--- config.mk ---
export PLATFORM = sky130hd
export DESIGN_NAME = dt_line_ctl_flat
export DESIGN_NICKNAME = d
export VERILOG_FILES = /design/src/rtl/dt_line_ctl_if.sv /design/src/rtl/dt_line_ctl.sv /design/src/flat_wrapper.sv
export SDC_FILE = /design/constraint.sdc
export NUM_CORES = 1
export LEC_CHECK = 0
export ABC_AREA = 1
export ABC_CLOCK_PERIOD_IN_PS = 1870
export CAP_MARGIN = 10
export CORE_UTILIZATION = 29
export DETAILED_ROUTE_END_ITERATION = 6
export MAX_ROUTING_LAYER = met4
export SLEW_MARGIN = 20
export SYNTH_ARGS = -nofsm -noshare
export SYNTH_HDL_FRONTEND = slang
export SYNTH_SLANG_ARGS = --single-unit
--- constraint.sdc ---
create_clock -name clk -period 1.87 [get_ports clk]
set_input_delay 0.2805 -clock clk [delete_from_list [all_inputs] [get_ports clk]]
set_output_delay 0.2805 -clock clk [all_outputs]
set_load 0.005 [all_outputs]
--- src/rtl/dt_line_ctl_if.sv ---
// Line-level handshake between the tape controller core and dt_line_ctl.
// The write side carries 3-bit lines into the controller's buffer.
// The read side returns decoded 4-bit lines as single-cycle strobes.
interface dt_line_ctl_if;
  logic [2:0] wl_data;
  logic       wl_valid;
  logic       wl_ready;
  logic [3:0] rl_data;
  logic       rl_valid;

  // Controller core side
  modport master (
    output wl_data, wl_valid,
    input  wl_ready, rl_data, rl_valid
  );

  // Line controller side
  modport slave (
    input  wl_data, wl_valid,
    output wl_ready, rl_data, rl_valid
  );
endinterface

--- src/rtl/dt_line_ctl.sv ---
// DECtape controller line interface toward tu56.
// Write side: builds the 5-track write flux from buffered 3-bit lines.
// In WRTM mode the timing track comes from an internal 2-bit TCK counter.
// Read side: decodes synchronized read flux into 4-bit line strobes.
// TP0 and TP1 are derived either from TCK (wrtm=1) or from edges of the
// synchronized timing track (wrtm=0).
module dt_line_ctl #(
  parameter int SYNC       = 2,
  parameter int WBUF_DEPTH = 2
) (
  input  logic         clk,
  input  logic         reset,
  input  logic         clk_en,
  input  logic         wrtm,
  input  logic         wr,
  input  logic         con_wrtm_wait,
  output logic [4:0]   con_write,
  input  logic [4:0]   con_read,
  dt_line_ctl_if.slave line_if,
  output logic         underrun,
  output logic         tp0,
  output logic         tp1
);

  localparam int AW = $clog2(WBUF_DEPTH);
  localparam logic [AW:0] FULL_CNT = (AW+1)'(WBUF_DEPTH);

  // tck_q[1] is the counter MSB, which drives the timing track.
  logic [1:0]            tck_q, tck_d;
  logic                  dec_q, dec_d;
  logic                  tp0_q, tp0_d;
  logic                  tp1_q, tp1_d;
  logic [SYNC-1:0][4:0]  sync_q;
  logic                  tim_prev_q;
  logic [4:0]            rd_sync;
  logic [2:0]            line_q, line_d;
  logic [2:0]            mem_q [WBUF_DEPTH];
  logic [AW-1:0]         rd_ptr_q, rd_ptr_d;
  logic [AW-1:0]         wr_ptr_q, wr_ptr_d;
  logic [AW:0]           count_q, count_d;
  logic                  wl_ready_q, wl_ready_d;
  logic [3:0]            rl_data_q, rl_data_d;
  logic                  rl_valid_q, rl_valid_d;
  logic                  underrun_q, underrun_d;
  logic                  tck_dec, empty, push, pop;

  assign rd_sync = sync_q[SYNC-1];
  assign empty   = (count_q == '0);
  assign push    = line_if.wl_valid & wl_ready_q;
  assign pop     = tp0_q & wr & ~empty;
  assign tck_dec = wrtm & clk_en & ~con_wrtm_wait;

  // TCK counter and TP0/TP1 generation from either source
  always_comb begin
    tck_d = tck_q;
    dec_d = tck_dec;
    tp0_d = 1'b0;
    tp1_d = 1'b0;
    if (!wrtm) begin
      tck_d = 2'b00;
    end else if (tck_dec) begin
      tck_d = tck_q - 2'd1;
    end
    if (wrtm) begin
      // Fires only after a real decrement, so the forced return to 0 on
      // leaving WRTM cannot produce a strobe.
      tp1_d = dec_q & (tck_q == 2'b10);
      tp0_d = dec_q & (tck_q == 2'b00);
    end else begin
      tp1_d = rd_sync[0] & ~tim_prev_q;
      tp0_d = ~rd_sync[0] & tim_prev_q;
    end
  end

  // Write line register, buffer bookkeeping and read capture
  always_comb begin
    line_d     = line_q;
    rd_ptr_d   = rd_ptr_q;
    wr_ptr_d   = wr_ptr_q;
    count_d    = count_q;
    underrun_d = underrun_q;
    rl_data_d  = rl_data_q;
    rl_valid_d = 1'b0;
    if (wr && tp0_q) begin
      if (empty) begin
        line_d     = 3'b000;
        underrun_d = 1'b1;
      end else begin
        line_d = mem_q[rd_ptr_q];
      end
    end else if (wr && tp1_q) begin
      line_d = ~line_q;
    end
    if (pop) begin
      rd_ptr_d = rd_ptr_q + AW'(1);
    end
    if (push) begin
      wr_ptr_d = wr_ptr_q + AW'(1);
    end
    count_d    = count_q + (AW+1)'(push) - (AW+1)'(pop);
    wl_ready_d = (count_d != FULL_CNT);
    if (tp1_d && !wr) begin
      rl_data_d  = rd_sync[4:1];
      rl_valid_d = 1'b1;
    end
  end

  // State registers
  always_ff @(posedge clk) begin
    if (reset) begin
      tck_q      <= 2'b00;
      dec_q      <= 1'b0;
      tp0_q      <= 1'b0;
      tp1_q      <= 1'b0;
      sync_q     <= '0;
      tim_prev_q <= 1'b0;
      line_q     <= 3'b000;
      rd_ptr_q   <= '0;
      wr_ptr_q   <= '0;
      count_q    <= '0;
      wl_ready_q <= 1'b1;
      rl_data_q  <= 4'h0;
      rl_valid_q <= 1'b0;
      underrun_q <= 1'b0;
    end else begin
      tck_q      <= tck_d;
      dec_q      <= dec_d;
      tp0_q      <= tp0_d;
      tp1_q      <= tp1_d;
      sync_q[0]  <= con_read;
      for (int i = 1; i < SYNC; i++) begin
        sync_q[i] <= sync_q[i-1];
      end
      tim_prev_q <= rd_sync[0];
      line_q     <= line_d;
      rd_ptr_q   <= rd_ptr_d;
      wr_ptr_q   <= wr_ptr_d;
      count_q    <= count_d;
      wl_ready_q <= wl_ready_d;
      rl_data_q  <= rl_data_d;
      rl_valid_q <= rl_valid_d;
      underrun_q <= underrun_d;
    end
  end

  // Buffer storage; contents are don't-care once the pointers reset
  always_ff @(posedge clk) begin
    if (push) begin
      mem_q[wr_ptr_q] <= line_if.wl_data;
    end
  end

  // Track mapping: [0] timing, [1] mark copy of line[0], [4:2] line
  always_comb begin
    con_write[0]   = tck_q[1];
    con_write[1]   = line_q[0];
    con_write[4:2] = line_q;
  end

  assign line_if.wl_ready = wl_ready_q;
  assign line_if.rl_data  = rl_data_q;
  assign line_if.rl_valid = rl_valid_q;
  assign underrun         = underrun_q;
  assign tp0              = tp0_q;
  assign tp1              = tp1_q;

endmodule

--- src/flat_wrapper.sv ---
// flat-port wrapper written by rule: the top's interface ports become plain ports
module dt_line_ctl_flat 
#(
  parameter int SYNC       = 2,
  parameter int WBUF_DEPTH = 2
)
  (clk, reset, clk_en, wrtm, wr, con_wrtm_wait, con_write, con_read, underrun, tp0, tp1, line_if_wl_data, line_if_wl_valid, line_if_wl_ready, line_if_rl_data, line_if_rl_valid);
  dt_line_ctl_if line_if_i ();
  input  logic clk;
  input  logic reset;
  input  logic clk_en;
  input  logic wrtm;
  input  logic wr;
  input  logic con_wrtm_wait;
  output logic [4:0] con_write;
  input  logic [4:0] con_read;
  output logic underrun;
  output logic tp0;
  output logic tp1;
  input wire logic [$bits(line_if_i.wl_data)-1:0] line_if_wl_data;
  input wire logic [$bits(line_if_i.wl_valid)-1:0] line_if_wl_valid;
  output wire logic [$bits(line_if_i.wl_ready)-1:0] line_if_wl_ready;
  output wire logic [$bits(line_if_i.rl_data)-1:0] line_if_rl_data;
  output wire logic [$bits(line_if_i.rl_valid)-1:0] line_if_rl_valid;
  assign line_if_i.wl_data = line_if_wl_data;
  assign line_if_i.wl_valid = line_if_wl_valid;
  assign line_if_wl_ready = line_if_i.wl_ready;
  assign line_if_rl_data = line_if_i.rl_data;
  assign line_if_rl_valid = line_if_i.rl_valid;
  dt_line_ctl #(.SYNC(SYNC), .WBUF_DEPTH(WBUF_DEPTH)) u_core (.clk(clk), .reset(reset), .clk_en(clk_en), .wrtm(wrtm), .wr(wr), .con_wrtm_wait(con_wrtm_wait), .con_write(con_write), .con_read(con_read), .line_if(line_if_i), .underrun(underrun), .tp0(tp0), .tp1(tp1));
endmodule
Word level (Yosys, flattened, before mapping). Memories as Yosys holds them, arrays and structs flattened. A register that Yosys moved wholly into a read port is not among the register bits. Index checks and enable logic that the tools add are counted.

$add $sub $neg: 5. Mux-type cells: 10. Equality and inequality tests: 2. Bitwise operators: 15. Reduce and logical (&&, ||, !) cells: 9.

Operators by type and width (count): 1-bit AND (9); 3-bit two-way mux (3); 1-bit two-way mux (7); 1-bit NOT (5); 2-bit zero test (2); 1-bit logical AND (3); 3-bit NOT (1); 1-bit adder, second input constant (2); 2-bit by 1-bit adder with 2-bit output (1); 2-bit equality test, second input constant (1); 2-bit != test, second input constant (1); 2-bit AND reduction (1); 2-bit nonzero test (1); 2-bit OR reduction (1); 2-bit by 1-bit subtractor with 2-bit output (1); 2-bit by 1-bit subtractor with 2-bit output, second input constant (1); 1-bit zero test (1).

Output and inout port bits: 14. Bits in registers: 30. Bits in writable memories: 6. Bits of input ports: 15. Logic and storage cells: 57. Memories: 1.

Memories: u_core.mem_q (words 2, width 3, rd ports 1, clocked after Yosys merged registers in 1, write ports 1, RTL line dt_line_ctl.sv:37) `logic [2:0] mem_q [WBUF_DEPTH];`.

Longest topological paths before layout.
Depth after elaboration: 5. Gate-level depth with buffers: 9. Gate-level depth less buffers: 9.

Worst setup path after synthesis. Ideal clock, no wire load.

Path kind: register -> register. Start point: register u_core.count_q[0]. End point: register u_core.wl_ready_q, in the netlist u_core.line_if.wl_ready. Stages on the path, launching flop included: 10. Buffers on the path: 0. Data arrival time: 1384 ps. Setup time: 126 ps. Setup slack: 361 ps. Period minus slack after synthesis: 1509 ps. Required time: 1744 ps. Path through: dfxtp_1 -> nor2_2 -> nor2_8 -> ha_1 -> inv_1 -> ha_1 -> xnor2_1 -> inv_1 -> nand2_1 -> nand4_1.

Longest elaborated chain between the ends: 5. Elaborated cells between the ends (all ways): 6. Those cells by class: add/sub: 2; eq/ne: 1; bitwise: 2; reduce/logical: 1.

Ends and longest elaborated chain: from (decl) (RTL line dt_line_ctl.sv:40) `logic [AW:0] count_q, count_d;`; from (signal assigned) (RTL line dt_line_ctl.sv:138) `count_q <= count_d;`; 2-bit zero test (RTL line dt_line_ctl.sv:48) `assign empty = (count_q == '0);`; 1-bit NOT (RTL line dt_line_ctl.sv:50) `assign pop = tp0_q & wr & ~empty;`; 1-bit AND (RTL line dt_line_ctl.sv:50); via u_core.pop (RTL line dt_line_ctl.sv:45) `logic tck_dec, empty, push, pop;`; 2-bit by 1-bit subtractor with 2-bit output (RTL line dt_line_ctl.sv:100) `count_d = count_q + (AW+1)'(push) - (AW+1)'(pop);`; 2-bit != test (RTL line dt_line_ctl.sv:101) `wl_ready_d = (count_d != FULL_CNT);`; to (signal assigned) (RTL line dt_line_ctl.sv:139) `wl_ready_q <= wl_ready_d;`; to (decl) (RTL line dt_line_ctl.sv:41) `logic wl_ready_q, wl_ready_d;`.

The timed path passes the listed nets, and every way through them passes these cells. A chain may end at the register's enable or synchronous reset.

Worst setup path in the final report.
Start point: input port wr. End point: register u_core.wl_ready_q, in the netlist u_core.line_if.wl_ready.

Longest elaborated chain between the ends: 4.

Ends and longest elaborated chain: from (decl) (RTL line flat_wrapper.sv:13) `input logic wr;`; 1-bit AND (2 in a row) (RTL line dt_line_ctl.sv:50); via u_core.pop (RTL line dt_line_ctl.sv:45); 2-bit by 1-bit subtractor with 2-bit output (RTL line dt_line_ctl.sv:100); 2-bit != test (RTL line dt_line_ctl.sv:101).

The timed path passes the listed nets, and every way through them passes these cells.

==> flow_metrics.py <==
metrics = {
    "outcome": {
        "status": "finished, final reports clean",
    },
    "global_route": {
        "grt_max_degree": 19,
        "grt_pass1_wl_um": 3970,
        "antenna_found_initial": 0,
        "grt_pass1_vias": 908,
        "overflow": 0,
        "grt.total_usage": 0.104,
    },
    "yosys": {
        "ys_top_cells_by_count": "inv_1 (32), dfxtp_1 (31), nand2_1 (25)",
        "yosysTopAreaCell": "dfxtp_1",
        "ys_seq_area_frac": 0.545,
        "ys_warn_count": 0,
        "synth_area_um2": 1470,
        "synthMuxAreaShare": 0,
        "syn_avg_cell_area_um2": 8.70,
        "async_reset_ff_frac": 0,
        "synth_compound_area_frac": 0.0945,
        "ys.flop_type": "dfxtp_1",
        "synthAdderAreaFrac": 0.0340,
        "syn_inst": 169,
        "ys_types": 26,
        "synth_xor_area_frac": 0.00596,
        "synth-seq-cells": 37,
        "yosys.area_share.simple": 0.209,
        "yosysTopAreaCellShare": 0.422,
        "synth.most_common_cell": "inv_1",
        "synth_edf_count": 6,
        "synth_nets": 188,
        "synth_top_family_by_area": "simple AND/OR/NAND/NOR gates",
        "synth_area_leaders": "dfxtp_1 (42%), edfxtp_1 (12%), inv_1 (8.2%)",
    },
    "layout": {
        "regArea_um2": 801,
        "num_antenna_cells": 0,
        "final.fill_count": 498,
        "layout-drive-gt1-share": 0.137,
        "stdcell_count": 271,
        "multi_input_area_um2": 505,
        "syn2layout_area_growth_pct": 32.1,
        "nets": 222,
    },
    "detailed_routing": {
        "vias_per_cell": 3.85,
        "drtPass1Iterations": 4,
        "drc": 0,
        "drt_iter0_markers": 49,
        "ant_nets": 0,
        "num_vias": 1044,
        "routedWlPerCell_um": 8.63,
        "drt-total-wl_um": 2340,
    },
    "placed_design": {
        "post-dp-hpwl_um": 1750,
        "post-place-cells": 263,
        "port_buffers": 28,
        "routabilityCongestion": 0.717,
    },
    "timing": {
        "rsz0062_at_grt": "no",
        "tightest_slew_ns": 0.325,
        "drv_slew": 0,
        "fin_worst_skew_ns": 0.00268,
        "max_slew_margin": 0.783,
        "finalCriticalPeriod_ns": 1.62,
        "setup_viol": 0,
        "hold_viol": 0,
        "timing.fmax_ghz": 0.617,
        "final.period_utilization": 0.867,
        "finalSetupTns_ns": 0,
    },
    "cts": {
        "clock_latency_ns": 0.28,
        "cts-hold-fix-buffers": 0,
        "clk_pin_slew_ns": 0.07,
        "cts_buffers": 5,
        "clkSinkCount": 37,
        "post_cts_resized": 0,
        "cts_tree": "built",
        "clockBufferDepth": 2,
        "cts_max_level": 2,
        "clockRootBuffer": "clkbuf_8",
        "postCtsSetupBuffers": 0,
    },
    "power": {
        "p_leak_uw": 0.000815,
        "power_density_nw_per_um2": 851,
        "power_uw": 1650,
        "max-vdd-ir-drop_mv": 0.376,
    },
    "floorplan": {
        "start_util": 0.307,
        "die_h_um": 73.2,
        "dieArea_um2": 5360,
        "coreArea_um2": 4790,
        "die_width_um": 73.2,
        "rows": 25,
        "num_io_pins": 29,
    },
    "hold_path": {
        "min_path_type": "reg -> reg",
    },
    "critical_path": {
        "crit_path_start_kind": "input pin",
        "critPathKind": "in -> reg",
        "cp_max_fo": 2,
        "end_kind": "flip-flop",
        "arrival_ns": 1.78,
        "worstPathRequired_ns": 2.03,
    },
    "job": {
        "cap_viol_max_count": 0,
    },
}
-- area by class of cell --
class / count / share of cell area
sequential: 37 / 0.412
multi-input combinational: 92 / 0.260
timing repair buffer: 32 / 0.160
inverter: 35 / 0.0677
clock buffer: 6 / 0.0483
tap: 67 / 0.0432
clock inverter: 2 / 0.00838
-- flip-flops by register name, summed over array words and instances, names as in the netlist, named ones only --
register	count
u_core.tck_q	2
u_core.tim_prev_q	1
u_core.sync_q	5
u_core.mem_q	6
u_core.line_if.rl_data	4
u_core.line_if.wl_ready	1
u_core.line_if.rl_valid	1
u_core.wr_ptr_q	1
u_core.tp1	1
u_core.underrun	1
u_core.tp0	1
u_core.dec_q	1
u_core.rd_ptr_q	1
u_core.line_q	3
u_core.rd_sync	5
u_core.count_q	2
-- report_power, final --
| part | leakage [µW] | switching (µW) | internal (µW) | total (µW) |
|---|---|---|---|---|
| Combinational | 0.000453 | 82.9 | 74.6 | 157 |
| Sequential | 0.000310 | 15.9 | 845 | 861 |
| Clock | 0.0000525 | 289 | 345 | 634 |
-- cells in the final DEF, fill, tap and decap left out, drive strengths merged --
master,count
clkinv,1
edfxtp,6
a211oi,1
clkinvlp,1
clkdlybuf4s50,28
inv,35
nor3,1
clkbuf,6
ha,4
dfxtp,31
a31oi,1
o21ai,8
nand4,1
buf,4
nor2,26
nand2,28
a21oi,13
nand3,8
xnor2,1
-- kinds of logic after synthesis --
logic type	Yosys count
AOI/OAI and AO/OA	23
xor gates and xnor gates	1
adders and majority gates	4
buffers and inverters	40
DFF	37
and+or+nand+nor	64
-- stage by stage --
stage / util / hold slack, ns / area, µm² / worst slack (ns)
5_1_grt: 0.406 / 0.412 / 1940 / 0.104
2_1_floorplan: - / 0.379 / 1470 / 0.361
3_3_place_gp: 0.383 / 0.392 / 1830 / -0.00478
3_5_place_dp: 0.383 / 0.393 / 1830 / -0.0726
4_1_cts: 0.406 / 0.404 / 1940 / 0.229
6_report: 0.406 / 0.404 / 1940 / 0.249
-- critical path, cell delays in order --
cell	delay [ns]
clkdlybuf4s50_1	0.46
nand2_4	0.11
nor2_8	0.04
ha_1	0.28
inv_1	0.04
ha_1	0.18
xnor2_1	0.18
inv_1	0.08
nand2_1	0.06
nand4_1	0.07
-- per-layer routing --
layer / routed length (µm) / global-route usage / vias to the layer above
met5: 0 / - / -
met4: 29 / 0.0588 / 0
met3: 89 / 0.0331 / 2
met2: 1050 / 0.149 / 21
met1: 1180 / 0.127 / 437
li1: - / - / 584
-- worst paths after layout --
path                                         from                 endpoint  slack (ns)  cells after the start
worst min-delay path             u_core.sync_q[4]        u_core.rd_sync[4]        0.40                      2
worst max-delay path                           wr  u_core.line_if.wl_ready        0.25                     10
worst min register to register   u_core.sync_q[4]        u_core.rd_sync[4]        0.40                      2
worst max register to register  u_core.count_q[0]  u_core.line_if.wl_ready        0.26                      9
(Power assumes the default switching activity.)
